--- src/rtl/soc_pkg.sv ---
// Shared SoC declarations used by the CSR bridge.
package soc_pkg;

  typedef enum logic [1:0] {
    IDLE,
    ISSUE,
    WAIT,
    RESP
  } csr_br_state_t;

  // Wide enough for any timeout in 1..65535.
  localparam int unsigned CSR_BR_TMO_W = $clog2(65536);

endpackage

--- src/rtl/soc_csr_bridge.sv ---
// Bridge from the SoC register bus to a PeakRDL cpuif: one outstanding
// access, stall-aware issue, bounded response wait, sticky error capture.
module soc_csr_bridge
  import soc_pkg::*;
#(
  parameter int unsigned DW        = 32,
  parameter int unsigned BUS_AW    = 32,
  parameter int unsigned CSR_AW    = 8,
  parameter int unsigned TMO_CYC   = 255,
  parameter logic [31:0] ERR_RDATA = 32'hDEAD_BEEF
) (
  input  logic              clk,
  input  logic              arst_n,
  input  logic              bus_vld,
  input  logic [DW/8-1:0]   bus_we,
  input  logic [BUS_AW-1:0] bus_addr,
  input  logic [DW-1:0]     bus_wdat,
  output logic              bus_rdy,
  output logic [DW-1:0]     bus_rdat,
  output logic              cpuif_req,
  output logic              cpuif_req_is_wr,
  output logic [CSR_AW-1:0] cpuif_addr,
  output logic [DW-1:0]     cpuif_wr_data,
  output logic [DW-1:0]     cpuif_wr_biten,
  input  logic              cpuif_req_stall_wr,
  input  logic              cpuif_req_stall_rd,
  input  logic              cpuif_rd_ack,
  input  logic              cpuif_rd_err,
  input  logic              cpuif_wr_ack,
  input  logic              cpuif_wr_err,
  input  logic [DW-1:0]     cpuif_rd_data,
  output logic              err_flag,
  output logic [BUS_AW-1:0] err_addr,
  input  logic              err_clr
);

  localparam logic [DW-1:0]           ERR_DW  = DW'(ERR_RDATA);
  localparam logic [CSR_BR_TMO_W-1:0] TMO_LIM = CSR_BR_TMO_W'(TMO_CYC);

  csr_br_state_t           state, state_nxt;
  logic [BUS_AW-1:0]       addr_q;
  logic [DW/8-1:0]         we_q;
  logic [DW-1:0]           wdat_q;
  logic [DW-1:0]           rdat_q;
  logic [CSR_BR_TMO_W-1:0] cnt;

  logic is_wr, stall, ack, ack_err, tmo, done, done_err;

  assign is_wr   = |we_q;
  assign stall   = is_wr ? cpuif_req_stall_wr : cpuif_req_stall_rd;
  assign ack     = is_wr ? cpuif_wr_ack : cpuif_rd_ack;
  assign ack_err = is_wr ? cpuif_wr_err : cpuif_rd_err;
  assign tmo     = (cnt == TMO_LIM);

  // State register.
  always_ff @(posedge clk or negedge arst_n) begin
    if (!arst_n) state <= IDLE;
    else         state <= state_nxt;
  end

  // Next state; an ack is only honoured when it coincides with acceptance
  // or arrives in WAIT, and it takes priority over a timeout in that cycle.
  always_comb begin
    state_nxt = state;
    done      = 1'b0;
    done_err  = 1'b0;
    unique case (state)
      IDLE: if (bus_vld) state_nxt = ISSUE;
      ISSUE: begin
        if (!stall && ack) begin
          state_nxt = RESP;
          done      = 1'b1;
          done_err  = ack_err;
        end else if (tmo) begin
          state_nxt = RESP;
          done      = 1'b1;
          done_err  = 1'b1;
        end else if (!stall) begin
          state_nxt = WAIT;
        end
      end
      WAIT: begin
        if (ack) begin
          state_nxt = RESP;
          done      = 1'b1;
          done_err  = ack_err;
        end else if (tmo) begin
          state_nxt = RESP;
          done      = 1'b1;
          done_err  = 1'b1;
        end
      end
      RESP:    state_nxt = IDLE;
      default: state_nxt = IDLE;
    endcase
  end

  // Request capture, timeout counter and response data.
  always_ff @(posedge clk or negedge arst_n) begin
    if (!arst_n) begin
      addr_q <= '0;
      we_q   <= '0;
      wdat_q <= '0;
      rdat_q <= '0;
      cnt    <= '0;
    end else begin
      if (state == IDLE && bus_vld) begin
        addr_q <= bus_addr;
        we_q   <= bus_we;
        wdat_q <= bus_wdat;
        cnt    <= '0;
      end else if (state == ISSUE || state == WAIT) begin
        cnt <= cnt + 1'b1;
      end
      if (done) rdat_q <= done_err ? ERR_DW : cpuif_rd_data;
    end
  end

  // Sticky error flag; a simultaneous clear loses to a new error and the
  // new address is taken as the first error after that clear.
  always_ff @(posedge clk or negedge arst_n) begin
    if (!arst_n) begin
      err_flag <= 1'b0;
      err_addr <= '0;
    end else if (done && done_err) begin
      err_flag <= 1'b1;
      if (!err_flag || err_clr) err_addr <= addr_q;
    end else if (err_clr) begin
      err_flag <= 1'b0;
    end
  end

  // Byte enables expanded to per-bit enables.
  always_comb begin
    cpuif_wr_biten = '0;
    for (int unsigned i = 0; i < DW / 8; i++) begin
      cpuif_wr_biten[i*8 +: 8] = {8{we_q[i]}};
    end
  end

  assign bus_rdy         = (state == RESP);
  assign bus_rdat        = (state == RESP && !is_wr) ? rdat_q : '0;
  assign cpuif_req       = (state == ISSUE);
  assign cpuif_req_is_wr = (state == ISSUE) && is_wr;
  assign cpuif_addr      = {addr_q[CSR_AW-1:2], 2'b00};
  assign cpuif_wr_data   = wdat_q;

`ifdef SIM_ONLY
  // Requester must hold bus_vld until bus_rdy.
  always_ff @(posedge clk) begin
    if (arst_n && (state == ISSUE || state == WAIT) && !bus_vld)
      $error("soc_csr_bridge: bus_vld dropped before bus_rdy");
  end
`endif

endmodule

--- config.mk ---
export PLATFORM = sky130hd
export DESIGN_NAME = soc_csr_bridge
export DESIGN_NICKNAME = d
export VERILOG_FILES = /design/src/rtl/soc_pkg.sv /design/src/rtl/soc_csr_bridge.sv
export SDC_FILE = /design/constraint.sdc
export NUM_CORES = 1
export LEC_CHECK = 0
export BUFFER_PORTS_ARGS = -buffer_cell sky130_fd_sc_hd__buf_4
export CAP_MARGIN = 10
export CELL_PAD_IN_SITES_DETAIL_PLACEMENT = 0
export CELL_PAD_IN_SITES_GLOBAL_PLACEMENT = 1
export CORE_MARGIN = 4
export CORE_UTILIZATION = 40
export DETAILED_ROUTE_END_ITERATION = 7
export PLACE_DENSITY = 0.82
export SKIP_CTS_REPAIR_TIMING = 1
export SLEW_MARGIN = 20
export SYNTH_ARGS = -nofsm -noshare
export SYNTH_HDL_FRONTEND = slang
export SYNTH_SLANG_ARGS = --single-unit
--- constraint.sdc ---
create_clock -name clk -period 7 [get_ports clk]
set_clock_uncertainty 0.05 [all_clocks]
set_input_delay 1.4 -clock clk [delete_from_list [all_inputs] [get_ports clk]]
set_output_delay 1.4 -clock clk [all_outputs]
set_load 0.02 [all_outputs]
* Yosys cells after proc, flatten, opt, wreduce, memory -nomap -nowiden *
Index checks and enable logic that the tools add are counted.
W data, S select, Z words.

word-level totals
  register bits = 151
  latch bits = 0
  memory bits (writable) = 0
  ROM bits = 0
  input bits = 110
  memories = 0

operators by class
  $add $sub $neg = 1
  $mul = 0
  divide/modulo/power cells = 0
  order comparisons = 0
  eq/ne operators = 7
  shift-type cells = 0
  muxes and demuxes = 23
  bitwise gates (word level) = 0
  reductions and logical operators = 16

operators with widths
  operator                 count
  $mux W32                 2
  $mux W16                 2
  $add A16 B1 Y16 const B  1
  $eq A16 B8 Y1 const B    1
  $mux W2                  6
  $mux W1                  10
  $pmux W2 S4              1
  $logic_and A1 B1 Y1      5
  $eq A2 B2 Y1 const B     2
  $ne A4 B2 Y1 const B     1
  $pmux W1 S2              2
  $reduce_bool A2 Y1       2
  $reduce_or A4 Y1         1
  $logic_not A1 Y1         3
  $ne A3 B3 Y1 const B     1
  $reduce_and A3 Y1        1
  $eq A2 B1 Y1 const B     1
  $logic_not A2 Y1         1
  $logic_or A1 B1 Y1       2
  $ne A2 B2 Y1 const B     1
  $reduce_and A2 Y1        1

* Depth between registers and ports, before layout *
Gate-level depths: netlist of the first run.

  depth in word-level cells = 8
  gate-level depth with buffers = 8
  mapped depth without buffers = 7

* Least setup slack after synthesis of the first run *
Ideal clock, no wire load.

  path kind = reg2out
  start point = register we_q[1]
  end point = output port bus_rdat[22]
  arrival time = 1.807 ns
  required time = 5.550 ns
  slack = 3.743 ns
  cell stages (with the launch flop) = 5
  path buffers = 2
  cell sequence = dfrtp_1 nor4_1 buf_2 clkbuf_1 and3_1

between the ends
  word-level cells in the longest chain between the ends = 4

RTL lines
  element                 RTL line               text
  from (decl)             soc_csr_bridge.sv:42   logic [DW/8-1:0] we_q;
  from (signal assigned)  soc_csr_bridge.sv:109  we_q <= bus_we;
  $reduce_or A4 Y1        soc_csr_bridge.sv:49   assign is_wr = |we_q;
  $logic_not A1 Y1        soc_csr_bridge.sv:142  assign bus_rdat = (state == RESP && !is_wr) ? rdat_q : '0;
  $logic_and A1 B1 Y1     soc_csr_bridge.sv:142
  $mux W32                soc_csr_bridge.sv:142
  to (decl)               soc_csr_bridge.sv:19   output logic [DW-1:0] bus_rdat,

No other way between the ends.

* Worst setup path in the final report of the first run *
  start point = register state[1]
  end point = output port bus_rdat[24]

between the ends
  word-level cells in the longest chain between the ends = 3

RTL lines
  element                 RTL line               text
  from (decl)             soc_csr_bridge.sv:40   csr_br_state_t state, state_nxt;
  from (signal assigned)  soc_csr_bridge.sv:58   else state <= state_nxt;
  $eq A2 B2 Y1            soc_csr_bridge.sv:142
  $logic_and A1 B1 Y1     soc_csr_bridge.sv:142
  $mux W32                soc_csr_bridge.sv:142

No other way between the ends.

==> results by group, run 1 <==
Outcome
  – Status: complete, no violations

Setup path
  – Worst setup EP type: output pin
  – Arrival @ worst endpoint: 2.08 ns
  – Critical Path Slowest Stage Cell: ha_1
  – WP data required: 5.55 ns
  – Critical Path Max Stage Delay: 0.78 ns
  – CP Class: flop to output pin
  – R2r setup slk: 3.84 ns
  – Critical-path cell list: ha_1 > and3_1 > buf_4
  – Critical path fanouts, max: 33
  – Startpoint types: flop

Clock network
  – Reg clk slew, reported paths: 0.06 ns
  – CTS tree: built
  – Clk Latency, worst-skew pair: 0.41 ns
  – CTS Buf Count: 17
  – Htree depth: 4
  – Clock root buffer: clkbuf_16
  – CTS sink count: 151
  – Clock Tree Buf Depth: 2

Power
  – Peak VDD IR: 260 µV
  – Power Density: 484 nW/µm²
  – Pleak: 4.46 nW

Global route
  – Initial antenna violation count: 0
  – Met1 Use GR: 21.5%
  – Total track usage: 17.2%
  – GRT Max-Usage Layer: met2
  – Met2 Use GR: 27.1%
  – GR Overflow Total: 0
  – Vias in the first global route: 4986
  – Met3 Usage GRT: 7.74%
  – Global-route wire length before repair: 25500 µm
  – Largest net degree at the start of global routing: 97

Timing
  – Least-Margin Pin Slew: 1.09 ns
  – Final setup TNS: 0 ns
  – Slew Limit Fails: 0
  – RSZ-0062 raised after global routing: no
  – F_max: 283 MHz
  – Final hold viol count: 0
  – Final setup violation count: 0
  – Setup ws final: 3.47 ns
  – Fin crit share: 50.4%
  – Slew Limit Headroom: 27.6%
  – Min Tclk post-route: 3.53 ns

Layout
  – Area Overhead vs Synth: 34.7%
  – Fraction of layout cells with a size suffix above 1: 50.7%
  – # diodes: 0
  – Nets: 866

Route
  – Routed wire per std cell: 16.7 µm
  – Vias: 4951
  – Final ANT Viol Nets: 0
  – Routed WL: 16400 µm
  – # DRC: 0
  – DRT iter0 DRCs: 183
  – Drt pass-1 iters: 4
  – Drt via density: 5.05

Placed design
  – Placer Congestion: 0.794
  – Input/output buffers: 247
  – HPWL Detailed: 11600 µm
  – Dpl ws: 3.24 ns

Synth
  – XOR/XNOR Fraction of Synth Area: 1.83%
  – Adder-Cell Fraction of Synth Area: 1.12%
  – Synth cell types: 40
  – Syn_area_per_cell: 12.3 µm²
  – Count of synthesis-stage warnings from yosys: 0
  – Synth top area share: 56.3%
  – Yosys reg bits: 151
  – Post-Syn Area: 6720 µm²
  – Most used flip-flop cell after synthesis: dfrtp_1
  – Mapped Cells: 547
  – Post-synthesis sequential area ratio: 56.3%
  – Top post-synthesis cells by area: dfrtp_1, mux2_2, buf_4
  – Multiplexer share of the synthesized area: 17.7%
  – Largest family of logic cells by synthesized area: multiplexers
  – Yosys top cell by area: dfrtp_1
  – Number of flops mapped to enable cells by yosys: 0
  – Post-synth ARST share: 100%
  – Compound-gate portion of the synthesized area: 6.82%
  – Post-Synth Simple-Gate Area: 8.22%

Die
  – Die H: 138 µm
  – Io pins: 250
  – Placeable Area: 16500 µm²
  – Starting Density: 40.6%
  – Die area: 18900 µm²
  – Die Wd: 138 µm
  – Row count: 47

Min path
  – Hold Path Class: flop to flop

Run
  – Max-cap violations: 0
[critical path: cells and delay by family (launching register included)]
kind	cells	cell delay [ns]
buffers and inverters	1	0.15
flip-flops	1	0.40
AND/OR/NAND/NOR	1	0.32
adder cells (fa/ha/maj)	1	0.78
[stage by stage]
step | utilization (%) | hold WS (ns) | total power, W | std cells | area, µm²
6_report | 54.8 | 0.444 | 0.00438 | 981 | 9050
5_1_grt | 54.8 | 0.460 | 0.00465 | 981 | 9050
4_1_cts | 54.6 | 0.448 | 0.00442 | 980 | 9020
3_5_place_dp | 51.2 | 0.431 | 0.00354 | 950 | 8470
3_3_place_gp | 51.2 | 0.421 | 0.00346 | 950 | 8470
2_1_floorplan | - | 0.415 | 0.00287 | 548 | 6720
[cell usage in the layout (no fill, tap or decap), drive strengths merged, types with 2 or more instances in the layout]
cell        n
ha          6
a21oi      28
nor2       18
clkinv      4
inv        32
a31oi      25
nand2b      3
o21ai       3
nand2      11
mux2i       5
mux2      101
a22o        8
buf       252
dfrtp     151
nand3       2
xor2        9
nor2b       2
a211oi      2
a211o       2
nor3b       2
clkinvlp    3
nand4       6
nor3        2
clkbuf     20
and2        3
xnor2       5
conb        2
or3         2
and3       43
[final timing paths]
path | start | endpoint | depth (start not counted)
min | err_addr[6] | err_addr[6] | 1
max in group asynchronous | arst_n | cpuif_wr_data[21] | 2
max reg2reg | cnt[9] | rdat_q[1] | 6
min in group asynchronous | arst_n | cpuif_wr_data[10] | 1
max | state[1] | bus_rdat[24] | 3
min reg2reg | err_addr[6] | err_addr[6] | 1
[logic make-up after synthesis]
| kind of cell | after synthesis |
|---|---|
| flip-flops | 151 |
| multiplexers | 106 |
| buffers and inverters | 99 |
| AND/OR/NAND/NOR | 98 |
| AO/OA/AOI/OAI | 72 |
| XOR/XNOR | 14 |
| adder cells (fa/ha/maj) | 6 |
| other | 1 |
[layer usage]
metal	vias to the layer above	wire, µm
met5	-	0
met4	0	203
met3	16	1770
met2	212	7900
met1	2448	6500
li1	2275	-
[flip-flops by register name (all words and copies together) (netlist names)]
register / count
state: 2
we_q: 4
rdat_q: 32
addr_q: 32
err_flag: 1
err_addr: 32
cnt: 16
cpuif_wr_data: 32
[power breakdown]
| part | switching [W] | leakage (nW) | total (W) | internal (W) |
|---|---|---|---|---|
| registers | 0.000257 | 1.81 | 0.00154 | 0.00128 |
| logic | 0.00106 | 2.38 | 0.00198 | 0.000921 |
| clock network | 0.000351 | 0.265 | 0.000857 | 0.000506 |
| total | 0.00167 | 4.46 | 0.00438 | 0.00271 |
[area by class of cell]
cell class	count	area (µm²)
clock buffers	20	457
inverters	30	113
multi-input cells	298	2410
clock inverters	10	97.6
well taps	220	275
flip-flops and latches	151	3780
repair buffers	252	1920
fillers	1416	7480
[cells in the mapped netlist, types with 2 or more instances]
cell type / instances
mux2i_1: 5
or3_1: 2
a211o_1: 2
nand2b_1: 3
a21oi_1: 27
nor3_1: 2
nor2_1: 18
dfrtp_1: 151
clkbuf_1: 21
nor3b_1: 2
mux2_2: 100
a211oi_1: 2
nand4_1: 6
buf_4: 36
xnor2_1: 5
nand2_1: 11
and2_1: 3
xor2_1: 9
inv_1: 30
buf_2: 8
nor2b_1: 2
buf_6: 3
ha_1: 6
a22o_1: 8
a31oi_1: 25
and3_1: 43
nand3_1: 2
o21ai_0: 3
(Power assumes the default switching activity.)
==> run 2, diff against run 1 <==
--- a/config.mk
+++ b/config.mk
@@ -10,9 +10,9 @@
 export CELL_PAD_IN_SITES_DETAIL_PLACEMENT = 0
 export CELL_PAD_IN_SITES_GLOBAL_PLACEMENT = 1
 export CORE_MARGIN = 4
-export CORE_UTILIZATION = 40
+export CORE_UTILIZATION = 38
 export DETAILED_ROUTE_END_ITERATION = 7
-export PLACE_DENSITY = 0.82
+export PLACE_DENSITY = 0.78
 export SKIP_CTS_REPAIR_TIMING = 1
 export SLEW_MARGIN = 20
 export SYNTH_ARGS = -nofsm -noshare
==> constraint.sdc (replaced) <==
create_clock -name clk -period 3.4 [get_ports clk]
set_clock_uncertainty 0.05 [all_clocks]
set_input_delay 0.68 -clock clk [delete_from_list [all_inputs] [get_ports clk]]
set_output_delay 0.68 -clock clk [all_outputs]
set_load 0.02 [all_outputs]
==> results by group, run 2 (synthesized netlist as in run 1, its figures left out) <==
Outcome
  – Status: complete, no violations

Layout
  – Nets: 871 (+0.58%)
  – # diodes: 0 (unchanged)
  – Area of the multi-input gates: 2410 µm² (about the same)
  – Most frequent cells in the layout: buf_4, dfrtp_1, mux2_2, and3_1, inv_1
  – Layout filler cell count: 1528 (+7.9%)
  – Sequential cell area: 3780 µm² (unchanged)
  – Area Overhead vs Synth: 36.0%
  – Fraction of layout cells with a size suffix above 1: 51.0% (+0.26 points)
  – Commonest non-fill, non-tap cell in the layout: buf_4

Run
  – Max-cap violations: 0 (unchanged)

Die
  – Placeable Area: 17300 µm² (+4.7%)
  – Starting Density: 38.8% (-1.8 points)
  – Die area: 19900 µm² (+5.0%)
  – Die Wd: 141 µm (+2.4%)
  – Io pins: 250 (unchanged)
  – Die H: 141 µm (+2.4%)
  – Row count: 48 (+2.1%)

Setup path
  – WP data required: 2.67 ns (-2.88 ns)
  – CP Class: flop to output pin
  – Arrival @ worst endpoint: 2.13 ns (+0.05 ns)
  – Worst setup EP type: output pin
  – Critical Path Slowest Stage Cell: dfrtp_1
  – Critical path origin: we_q[1]
  – Reg2reg start: we_q[1]
  – Startpoint types: flop
  – Crit path top cell by count: buf_4
  – Kind of cell adding the most delay to the critical path: simple AND/OR/NAND/NOR gates
  – Critical path fanouts, max: 38 (+15%)
  – Critical-path cell list: nor4_2 > buf_4 > and3_1 > buf_4
  – CP bufs+invs: 2 (+1)
  – Critical Path Max Stage Delay: 0.50 ns (-0.28 ns)

Route
  – Drt via density: 4.94 (-2.1%)
  – # DRC: 0 (unchanged)
  – Drt pass-1 iters: 4 (unchanged)
  – Final ANT Viol Nets: 0 (unchanged)
  – Routed wire per std cell: 16.7 µm (+0.26%)
  – Vias: 4891 (-1.2%)
  – DRT iter0 DRCs: 157 (-14%)
  – Routed WL: 16600 µm (+1.2%)

Timing
  – Fin crit share: 84.1%
  – F_max: 350 MHz
  – Min Tclk post-route: 2.86 ns
  – Final setup TNS: 0 ns (unchanged)
  – Final hold viol count: 0 (unchanged)
  – Setup ws final: 0.540 ns (-2.93 ns)
  – Slew Limit Headroom: 37.4% (+9.8 points)
  – RSZ-0062 raised after global routing: no
  – Least-Margin Pin Slew: 0.940 ns (-0.147 ns)
  – Final setup violation count: 0 (unchanged)
  – Slew Limit Fails: 0 (unchanged)

Placed design
  – Placer Congestion: 0.762 (-4.1%)
  – Input/output buffers: 247 (unchanged)
  – HPWL Detailed: 12200 µm (+4.6%)
  – Dpl ws: 0.539 ns (-2.70 ns)

Power
  – Pleak: 4.50 nW (+1.0%)
  – Power Density: 1010 nW/µm² (+110%)
  – Peak VDD IR: 528 µV (+100%)

Clock network
  – Reg clk slew, reported paths: 0.06 ns (about the same)
  – Clock root buffer: clkbuf_16
  – CTS Buf Count: 17 (unchanged)
  – CTS sink count: 151 (unchanged)
  – Clock Tree Buf Depth: 2 (unchanged)
  – Htree depth: 4 (unchanged)
  – Clk Latency, worst-skew pair: 0.41 ns (about the same)
  – CTS tree: built

Global route
  – GR Overflow Total: 0 (unchanged)
  – Vias in the first global route: 5193 (+4.2%)
  – Largest net degree at the start of global routing: 84 (-13%)
  – Global-route wire length before repair: 26800 µm (+5.1%)
  – Total track usage: 16.9% (-0.31 points)
  – Initial antenna violation count: 0 (unchanged)

Min path
  – Hold Path Class: input port to async pin
## run 2: layout make-up
cell class	instances	share of cell area (%)
inverter	30	1.23
timing repair buffer	257	21.4
clock inverter	11	1.64
multi-input combinational	298	26.4
tap	225	3.08
clock buffer	18	4.81
sequential	151	41.4
## run 2: stage by stage
stage / hold slack [ns] / area, µm² / util, % / power [W] / std cells
after floorplan: 0.334 / 6720 / - / 0.00592 / 548
after global placement: 0.423 / 8540 / 49.4 / 0.00721 / 961
after detailed placement: 0.434 / 8540 / 49.4 / 0.00738 / 961
after CTS: 0.279 / 9130 / 52.8 / 0.00930 / 990
after global routing: 0.305 / 9130 / 52.8 / 0.00975 / 990
final: 0.257 / 9130 / 52.8 / 0.00918 / 990
## run 2: power by group
group	internal, W	switching [W]	leakage, nW	total (W)
logic	0.00193	0.00222	2.41	0.00415
registers	0.00264	0.000511	1.81	0.00315
clock network	0.00116	0.000713	0.284	0.00188
total	0.00573	0.00345	4.50	0.00918
## run 2: final timing paths
path                           endpoint  slack, ns  depth (start not counted)
min in group clk               err_flag       0.41                          2
max in group asynchronous    addr_q[29]       2.17                          2
hold reg to reg               rdat_q[4]       0.45                          1
hold / removal                addr_q[5]       0.26                          1
setup / recovery           bus_rdat[10]       0.54                          4
setup reg to reg           err_addr[30]       0.56                          7
## run 2: layer usage
layer | track usage, % | up-vias | wire (µm)
li1 | - | 2285 | -
met1 | 20.7 | 2402 | 6520
met2 | 28.0 | 180 | 8410
met3 | 5.22 | 24 | 1270
met4 | 6.53 | 0 | 352
met5 | 0 | - | 0
## run 2: worst reg2reg max path, cell delays in order (launching register included)
cell and delay [ns]:
dfrtp_1 0.50, nor4_2 0.43, buf_4 0.39, mux2i_1 0.19, a211o_1 0.37, a21oi_4 0.18
buf_12 0.22, mux2_2 0.39
==> run 3, diff against run 2 <==
==> constraint.sdc (replaced) <==
create_clock -name clk -period 2.7 [get_ports clk]
set_clock_uncertainty 0.05 [all_clocks]
set_input_delay 0.54 -clock clk [delete_from_list [all_inputs] [get_ports clk]]
set_output_delay 0.54 -clock clk [all_outputs]
set_load 0.02 [all_outputs]
==> results by group, run 3 (synthesized netlist as in run 1, its figures left out) <==
Run
  – Max-cap violations: 0 (unchanged)

Global route
  – GRT Max-Usage Layer: met2
  – GR Overflow Total: 0 (unchanged)
  – Largest net degree at the start of global routing: 93 (+11%)
  – Met1 Use GR: 21.5% (+0.79 points)
  – Vias in the first global route: 5197 (+0.077%)
  – Met3 Usage GRT: 5.05% (-0.17 points)
  – Met2 Use GR: 28.1% (+0.10 points)
  – Global-route wire length before repair: 27200 µm (+1.6%)
  – Initial antenna violation count: 0 (unchanged)
  – Total track usage: 17.1% (+0.20 points)

Timing
  – F_max: 365 MHz
  – Final setup violation count: 25 (+25)
  – Least-Margin Pin Slew: 0.849 ns (-0.0903 ns)
  – Final setup TNS: -0.475 ns (-0.475 ns)
  – Setup ws final: -0.0406 ns (-0.580 ns)
  – Min Tclk post-route: 2.74 ns
  – Fin crit share: 102%
  – Slew Limit Headroom: 43.4% (+6.0 points)
  – RSZ-0062 raised after global routing: yes
  – Final hold viol count: 0 (unchanged)
  – Hold slack: 0.135 ns (-0.122 ns)
  – Slew Limit Fails: 0 (unchanged)

Route
  – Vias: 5010 (+2.4%)
  – Final ANT Viol Nets: 0 (unchanged)
  – Drt pass-1 iters: 4 (unchanged)
  – # DRC: 0 (unchanged)
  – Routed wire per std cell: 17.2 µm (+3.1%)
  – Drt via density: 4.96 (+0.31%)
  – Routed WL: 17400 µm (+5.3%)
  – DRT iter0 DRCs: 182 (+16%)

Clock network
  – Clock root buffer: clkbuf_16
  – CTS sink count: 151 (unchanged)
  – Clk Latency, worst-skew pair: 0.41 ns (about the same)
  – Htree depth: 4 (unchanged)
  – Clock Tree Buf Depth: 2 (unchanged)
  – CTS tree: built
  – CTS Buf Count: 17 (unchanged)
  – Reg clk slew, reported paths: 0.06 ns (about the same)

Layout
  – Layout filler cell count: 1508 (-1.3%)
  – Nets: 891 (+2.3%)
  – Fraction of layout cells with a size suffix above 1: 52.3% (+1.3 points)
  – Area Overhead vs Synth: 40.8%
  – Most frequent cells in the layout: buf_4, dfrtp_1, mux2_2, and3_1, inv_1
  – Sequential cell area: 3780 µm² (unchanged)
  – Area of the multi-input gates: 2490 µm² (+3.4%)
  – Commonest non-fill, non-tap cell in the layout: buf_4
  – Core Util, Final: 54.7% (+1.9 points)
  – # diodes: 0 (unchanged)
  – Design area: 9460 µm² (+3.6%)

Die
  – Die H: 141 µm (unchanged)
  – Placeable Area: 17300 µm² (unchanged)
  – Starting Density: 38.8% (unchanged)
  – Row count: 48 (unchanged)
  – Die Wd: 141 µm (unchanged)
  – Die area: 19900 µm² (unchanged)
  – Io pins: 250 (unchanged)

Min path
  – Hold Path Class: input port to async pin

Placed design
  – HPWL Detailed: 12300 µm (+1.5%)
  – Placer Congestion: 0.771 (+1.2%)
  – Input/output buffers: 247 (unchanged)
  – DP Area: 8680 µm² (+1.6%)

Setup path
  – WP data required: 2.94 ns (+0.27 ns)
  – Critical-path cell list: or4bb_1 > or4_4 > a211o_1 > a21oi_4 > buf_12 > buf_6 > mux2_2
  – RR Endpoint: err_addr[19]
  – Worst setup EP type: flop
  – Kind of cell adding the most delay to the critical path: simple AND/OR/NAND/NOR gates
  – Critical Path Slowest Stage Cell: or4_4
  – Reg2reg start: cnt[13]
  – CP bufs+invs: 2 (unchanged)
  – CP Class: flop to flop
  – R2r setup slk: -0.04 ns (-0.60 ns)
  – R2r worst-path depth: 7 (unchanged)
  – Critical Path Max Stage Delay: 0.53 ns (+0.03 ns)
  – Arrival @ worst endpoint: 2.98 ns (+0.85 ns)
  – Startpoint types: flop
  – Critical path fanouts, max: 7 (-82%)

Power
  – Pleak: 4.70 nW (+4.4%)
  – Peak VDD IR: 564 µV (+6.7%)
  – Power Density: 1270 nW/µm² (+26%)

Outcome
  – Status: complete, but fails checks
  – Failing checks: negative setup slack
==> run 3: worst max-delay path by stage <==
stage	slack [ns]	from	cells after the start	endpoint
2_1_floorplan	0.10	cnt[9]	6	err_addr[10]
3_3_place_gp	0.02	cnt[9]	6	err_addr[18]
3_5_place_dp	-0.03	cnt[9]	6	err_addr[10]
4_1_cts	-0.05	cnt[14]	6	err_addr[10]
5_1_grt	-0.08	cnt[13]	7	err_addr[1]
6_report	-0.04	cnt[13]	7	err_addr[19]
==> run 3: routing by layer <==
layer / part of all wire, % / up-vias / wire, µm
li1: - / 2332 / -
met1: 42 / 2491 / 7370
met2: 49 / 168 / 8470
met3: 7.4 / 19 / 1290
met4: 1.7 / 0 / 305
met5: 0 / - / 0
==> run 3: metrics by stage <==
step / power (W) / std cells / setup WS, ns
2_1_floorplan: 0.00745 / 548 / 0.103
3_3_place_gp: 0.00924 / 974 / 0.0212
3_5_place_dp: 0.00945 / 974 / -0.0313
4_1_cts: 0.0119 / 1004 / -0.0472
5_1_grt: 0.0127 / 1011 / -0.0790
6_report: 0.0120 / 1011 / -0.0406
==> run 3: final cells by class <==
| cell class | instances | area share [%] |
|---|---|---|
| Sequential cell | 151 | 40.0 |
| Multi-Input combinational cell | 298 | 26.4 |
| Timing Repair Buffer | 277 | 23.3 |
| Clock buffer | 19 | 4.68 |
| Tap cell | 225 | 2.98 |
| Clock inverter | 11 | 1.56 |
| Inverter | 30 | 1.19 |
==> run 3: where the power goes <==
| part | leakage, nW | internal [W] | switching, W |
|---|---|---|---|
| combinational | 2.60 | 0.00273 | 0.00294 |
| clock | 0.290 | 0.00147 | 0.000917 |
| sequential | 1.81 | 0.00333 | 0.000620 |
| total | 4.70 | 0.00753 | 0.00448 |
